===== src/rtl/tx_resp_arbiter.sv =====
// Shares the REF_CLK-domain UART TX byte path between a one-byte register-read source and a
// two-byte ALU source, with round-robin arbitration on ties and a busy-timeout retry.
module tx_resp_arbiter #(
    parameter int unsigned DATA_WIDTH = 8,
    parameter int unsigned ALU_WIDTH  = 16,
    parameter int unsigned TIMEOUT    = 200
) (
    input  logic                  CLK,
    input  logic                  RST,
    input  logic                  i_rd_valid,
    input  logic [DATA_WIDTH-1:0] i_rd_data,
    output logic                  o_rd_ready,
    input  logic                  i_alu_valid,
    input  logic [ALU_WIDTH-1:0]  i_alu_data,
    output logic                  o_alu_ready,
    input  logic                  i_busy,
    output logic [DATA_WIDTH-1:0] o_tx_data,
    output logic                  o_tx_valid,
    output logic                  o_active,
    output logic                  o_timeout
);

    typedef enum logic [1:0] {
        StIdle,
        StReq,
        StDrain,
        StRetry
    } state_e;

    localparam int unsigned TimerWidth = 8;
    localparam logic [TimerWidth-1:0] TimerLast = TimerWidth'(TIMEOUT - 1);
    localparam logic SrcRd  = 1'b0;
    localparam logic SrcAlu = 1'b1;

    // Holding buffers
    logic                  r_rd_full;
    logic [DATA_WIDTH-1:0] r_rd_buf;
    logic                  r_alu_full;
    logic [ALU_WIDTH-1:0]  r_alu_buf;

    // Transmit FSM state
    state_e                r_state;
    logic [DATA_WIDTH-1:0] r_tx_data;
    logic                  r_tx_valid;
    logic                  r_timeout;
    logic [TimerWidth-1:0] r_timer;
    logic                  r_last_grant;
    logic                  r_grant;
    logic                  r_msb_sent;

    state_e                w_state_nxt;
    logic [DATA_WIDTH-1:0] w_tx_data_nxt;
    logic                  w_tx_valid_nxt;
    logic                  w_timeout_nxt;
    logic [TimerWidth-1:0] w_timer_nxt;
    logic                  w_last_grant_nxt;
    logic                  w_grant_nxt;
    logic                  w_msb_sent_nxt;

    logic w_rd_accept;
    logic w_alu_accept;
    logic w_rd_free;
    logic w_alu_free;
    logic w_any_full;
    logic w_pick_alu;

    assign w_rd_accept  = i_rd_valid & ~r_rd_full;
    assign w_alu_accept = i_alu_valid & ~r_alu_full;

    assign o_rd_ready  = ~r_rd_full;
    assign o_alu_ready = ~r_alu_full;

    always_ff @(posedge CLK or negedge RST) begin
        if (!RST) begin
            r_rd_full  <= 1'b0;
            r_rd_buf   <= '0;
            r_alu_full <= 1'b0;
            r_alu_buf  <= '0;
        end else begin
            // A buffer is freed only at the end of its own frame, so accept and free are exclusive.
            if (w_rd_accept) begin
                r_rd_full <= 1'b1;
                r_rd_buf  <= i_rd_data;
            end else if (w_rd_free) begin
                r_rd_full <= 1'b0;
            end
            if (w_alu_accept) begin
                r_alu_full <= 1'b1;
                r_alu_buf  <= i_alu_data;
            end else if (w_alu_free) begin
                r_alu_full <= 1'b0;
            end
        end
    end

    // On a tie the source that did not win last time goes next.
    assign w_any_full = r_rd_full | r_alu_full;
    assign w_pick_alu = (r_rd_full & r_alu_full) ? (r_last_grant == SrcRd) : r_alu_full;

    always_ff @(posedge CLK or negedge RST) begin
        if (!RST) begin
            r_state      <= StIdle;
            r_tx_data    <= '0;
            r_tx_valid   <= 1'b0;
            r_timeout    <= 1'b0;
            r_timer      <= '0;
            r_last_grant <= SrcAlu;
            r_grant      <= SrcRd;
            r_msb_sent   <= 1'b0;
        end else begin
            r_state      <= w_state_nxt;
            r_tx_data    <= w_tx_data_nxt;
            r_tx_valid   <= w_tx_valid_nxt;
            r_timeout    <= w_timeout_nxt;
            r_timer      <= w_timer_nxt;
            r_last_grant <= w_last_grant_nxt;
            r_grant      <= w_grant_nxt;
            r_msb_sent   <= w_msb_sent_nxt;
        end
    end

    always_comb begin
        w_state_nxt      = r_state;
        w_tx_data_nxt    = r_tx_data;
        w_tx_valid_nxt   = r_tx_valid;
        w_timeout_nxt    = 1'b0;
        w_timer_nxt      = r_timer;
        w_last_grant_nxt = r_last_grant;
        w_grant_nxt      = r_grant;
        w_msb_sent_nxt   = r_msb_sent;
        w_rd_free        = 1'b0;
        w_alu_free       = 1'b0;

        unique case (r_state)
            StIdle: begin
                if (w_any_full) begin
                    w_grant_nxt      = w_pick_alu;
                    w_last_grant_nxt = w_pick_alu;
                    w_msb_sent_nxt   = 1'b0;
                    w_tx_data_nxt    = w_pick_alu ? r_alu_buf[DATA_WIDTH-1:0] : r_rd_buf;
                    w_tx_valid_nxt   = 1'b1;
                    w_timer_nxt      = '0;
                    w_state_nxt      = StReq;
                end
            end
            StReq: begin
                // Busy already high on entry still counts as the acknowledge.
                if (i_busy) begin
                    w_tx_valid_nxt = 1'b0;
                    w_state_nxt    = StDrain;
                end else if (r_timer == TimerLast) begin
                    w_tx_valid_nxt = 1'b0;
                    w_timeout_nxt  = 1'b1;
                    w_state_nxt    = StRetry;
                end else begin
                    w_timer_nxt = r_timer + 1'b1;
                end
            end
            StRetry: begin
                w_tx_valid_nxt = 1'b1;
                w_timer_nxt    = '0;
                w_state_nxt    = StReq;
            end
            StDrain: begin
                if (!i_busy) begin
                    if ((r_grant == SrcAlu) && !r_msb_sent) begin
                        w_tx_data_nxt  = r_alu_buf[ALU_WIDTH-1:DATA_WIDTH];
                        w_msb_sent_nxt = 1'b1;
                        w_tx_valid_nxt = 1'b1;
                        w_timer_nxt    = '0;
                        w_state_nxt    = StReq;
                    end else begin
                        w_rd_free   = (r_grant == SrcRd);
                        w_alu_free  = (r_grant == SrcAlu);
                        w_state_nxt = StIdle;
                    end
                end
            end
            default: begin
                w_state_nxt = StIdle;
            end
        endcase
    end

    assign o_tx_data  = r_tx_data;
    assign o_tx_valid = r_tx_valid;
    assign o_timeout  = r_timeout;
    assign o_active   = (r_state != StIdle);

endmodule


===== config.mk =====
export PLATFORM = sky130hd
export DESIGN_NAME = tx_resp_arbiter
export DESIGN_NICKNAME = d
export VERILOG_FILES = /design/src/rtl/tx_resp_arbiter.sv
export SDC_FILE = /design/constraint.sdc
export NUM_CORES = 1
export LEC_CHECK = 0
export CORE_ASPECT_RATIO = 0.5
export CORE_MARGIN = 10
export CORE_UTILIZATION = 56
export CTS_CLUSTER_SIZE = 40
export DETAILED_ROUTE_END_ITERATION = 10
export HOLD_SLACK_MARGIN = 0.1
export PLACE_DENSITY = 0.85
export SLEW_MARGIN = 15
export SYNTH_ARGS = -nofsm -noshare
export SYNTH_HDL_FRONTEND = slang
export SYNTH_SLANG_ARGS = --single-unit

===== constraint.sdc =====
create_clock -name CLK -period 2.9 [get_ports CLK]
set_input_delay 0.58 -clock CLK [delete_from_list [all_inputs] [get_ports CLK]]
set_output_delay 0.58 -clock CLK [all_outputs]
set_load 0.02 [all_outputs]

==> metrics.md <==
| Metric | Value |
|---|---|
| H-tree levels | `2` |
| Slowest CP cell | `clkdlybuf4s50_1` |
| Reg2reg path depth | `6` |
| Fraction of layout cells with a size suffix above 1 | `0.195` |
| Crit share post-route | `0.810` |
| Setup CP Type | `reg2out` |
| Starting density of the core | `0.582` |
| Synth top area cells | `dfrtp_1 (53%), mux2_2 (12%), nand2_1 (5.1%), o221a_2 (3.9%), nand3_1 (2.6%)` |
| Synth Area in Compound Gates | `0.134` |
| Port bufs | `41` |
| Worst Path Arrival | `1.77 ns` |
| Setup_tns | `0 ns` |
| Initial drt markers | `93` |
| Total area of sequential cells | `roughly 1200 um2` |
| CP Capture Type | `output pin` |
| PwrDens | `approximately 1000 nW/um2` |
| Vias in the first global route | `1754` |
| Critical path's top delay family | `buffers and inverters` |
| R2R Setup Slk | `0.88 ns` |
| EDFF count, synth | `0` |
| Status | `completed` |
| Die width | `110 um` |
| Peak VDD IR | `0.469 mV` |
| Die H | `65.2 um` |
| Initial antenna violation count | `0` |
| CTS max path bufs | `2` |
| Worst Path Buf+Inv | `3` |
| Fin crit period | `between 2 and 2.5 ns` |
| Place WS | `0.457 ns` |
| # setup viols final | `0` |
| Final instance area | `2860 um2` |
| Worst-path clk slew | `0.09 ns` |
| Register area share after synthesis | `0.538` |
| Routability Congestion | `0.862` |
| Yosys Warn Count | `0` |
| Gr ovfl total | `0` |
| Post-synth top area share | `0.526` |
| Gate Count Post-Synth | `203` |
| CTS tree | `built` |
| Mux cell area share after synthesis | `0.118` |
| FMAX | `426 MHz` |
| Clock buffer count from CTS | `5` |
| Crit-path max FO | `8` |
| Area of the multi-input gates | `about 1000 um2` |
| Top-Level Pins | `42` |
| Reg2reg start | `r_state[0]` |
| Via count | `1713` |
| Most common cell in the netlist | `dfrtp_1` |
| First-pass GRT wire length | `approximately 8.5 mm` |
| Post_cts resized | `0` |
| Routed wire length | `5.01 mm` |
| RSZ-0062 raised after global routing | `false` |
| Seq cells post-synth | `49` |
| Nets@finish | `278` |
| TritonRoute pass-1 iters | `4` |
| Max Slew Vio Count | `0` |
| Adder-cell area share of the yosys netlist | `0.0219` |
| WP data required | `roughly 2.3 ns` |
| Post-synthesis simple-gate area fraction | `0.157` |
| Die footprint | `between 7000 and 8000 um2` |
| Area Growth Syn to Fin | `25.3%` |
| Leakage power | `between 1 and 1.5 nW` |
| Routed wire per std cell | `16.7 um` |
| Max_cap viols | `0` |
| Vias per cell | `approximately 5.7` |
| Post-Syn Area | `~2300 um2` |
| Worst-skew pair later-pin latency | `~0.30 ns` |
| Final Hold Viols | `0` |
| Clk_skew | `0.00466 ns` |
| Final worst slack | `0.552 ns` |
| Worst hold path type | `in2async` |
| Final ANT Viol Nets | `0` |
| Ys flop type | `dfrtp_1` |
| Post-CTS setup buffer count | `0` |
| Layout fillers | `~270` |
| Relative slew slack | `0.584` |
| Drc violations | `0` |
| Post-Synth XOR/XNOR Area | `0` |
| Clk root buf | `clkbuf_8` |
| Syn avg cell area | `roughly 11 um2` |
| Synth cell count leaders | `dfrtp_1 (48), nand2_1 (31), mux2_2 (24), nand3_1 (12)` |
| Mapped Nets | `approximately 240` |
| Worst r2r dst | `r_timer[7]` |
| Largest family of logic cells by synthesized area | `simple AND/OR/NAND/NOR gates` |
| Placed cell area | `2750 um2` |
| FP Rows | `16` |
| Global Route Usage Sum | `0.147` |
| Post-synth ARST share | `1.00` |
| CP Cell Sequence | `inv_1, ha_1, inv_1, clkdlybuf4s50_1` |
| Number of inserted diodes | `0` |
| Core ar. | `3920 um2` |
| Worst setup SP type | `register` |
| Dpl hpwl | `3.75 mm` |
| Synth unique cells | `41` |
| Largest net degree at the start of global routing | `36` |
| Worst-Margin Slew | `0.623 ns` |
| Synth area leader | `dfrtp_1` |
| Cell mode on critical path | `inv_1` |
| CTS Hold Bufs | `0` |
| Slowest stage delay, CP | `0.55 ns` |
| CTS sink cnt | `49` |
## cells by family after synthesis
family,Yosys count
AND/OR/NAND/NOR,71
multiplexers,24
flip-flops,49
buffers and inverters,18
adder cells (fa/ha/maj),4
AO/OA/AOI/OAI,37
## power by group
group | switching, W | total (W) | internal (W)
Sequential | 0.000204 | 0.00118 | 0.000981
Clock | 0.000217 | 0.000498 | 0.000281
Combinational | 0.000598 | 0.00123 | 0.000634
## worst max-delay path by stage
stage | end | start | slack, ns | cells after the start
finish | o_active | r_state[1] | 0.55 | 4
global route | o_active | r_state[1] | 0.42 | 4
CTS | o_active | r_state[1] | 0.53 | 4
detailed placement | r_timer[7] | i_busy | 0.46 | 5
global placement | r_timer[7] | i_busy | 0.51 | 5
floorplan | o_tx_data[0] | r_state[0] | 1.12 | 7
## cell type report
cell class,instances,share of cell area
clock buffers,7,0.0302
clock inverters,1,0.0105
inverters,8,0.0105
multi-input cells,136,0.344
repair buffers,45,0.152
flip-flops and latches,49,0.429
well taps,54,0.0236
## cell usage in the layout, fill, tap and decap left out, drive strengths merged, types with 4 or more instances in the layout
cell           netlist  final
clkdlybuf4s50        0     40
mux2                24     24
o21ai                5      5
nor2                 5      5
buf                  4      5
clkbuf               6      7
o221a                8      8
inv                  8      8
dfrtp               48     48
nand2               31     31
nand3               12     12
ha                   4      4
## metrics by stage
step	utilization	hold WS, ns	instances	total power, W
2_1_floorplan	-	0.284	203	0.00200
3_3_place_gp	0.700	0.485	292	0.00237
3_5_place_dp	0.700	0.492	292	0.00244
4_1_cts	0.729	0.168	300	0.00293
5_1_grt	0.729	0.174	300	0.00311
6_report	0.729	0.162	300	0.00291
## routing by layer
layer  wire length [um]  GRT usage
met3                191     0.0340
met2               2650      0.255
met4                 87     0.0541
met1               2090      0.175
met5                  0          0
## flip-flops by register name, indices dropped and copies added (netlist names), 2 cells and up
| signal | cells |
|---|---|
| o_tx_data | 8 |
| r_alu_buf | 16 |
| r_rd_buf | 8 |
| r_timer | 8 |
| r_state | 2 |
(Power assumes the default switching activity.)
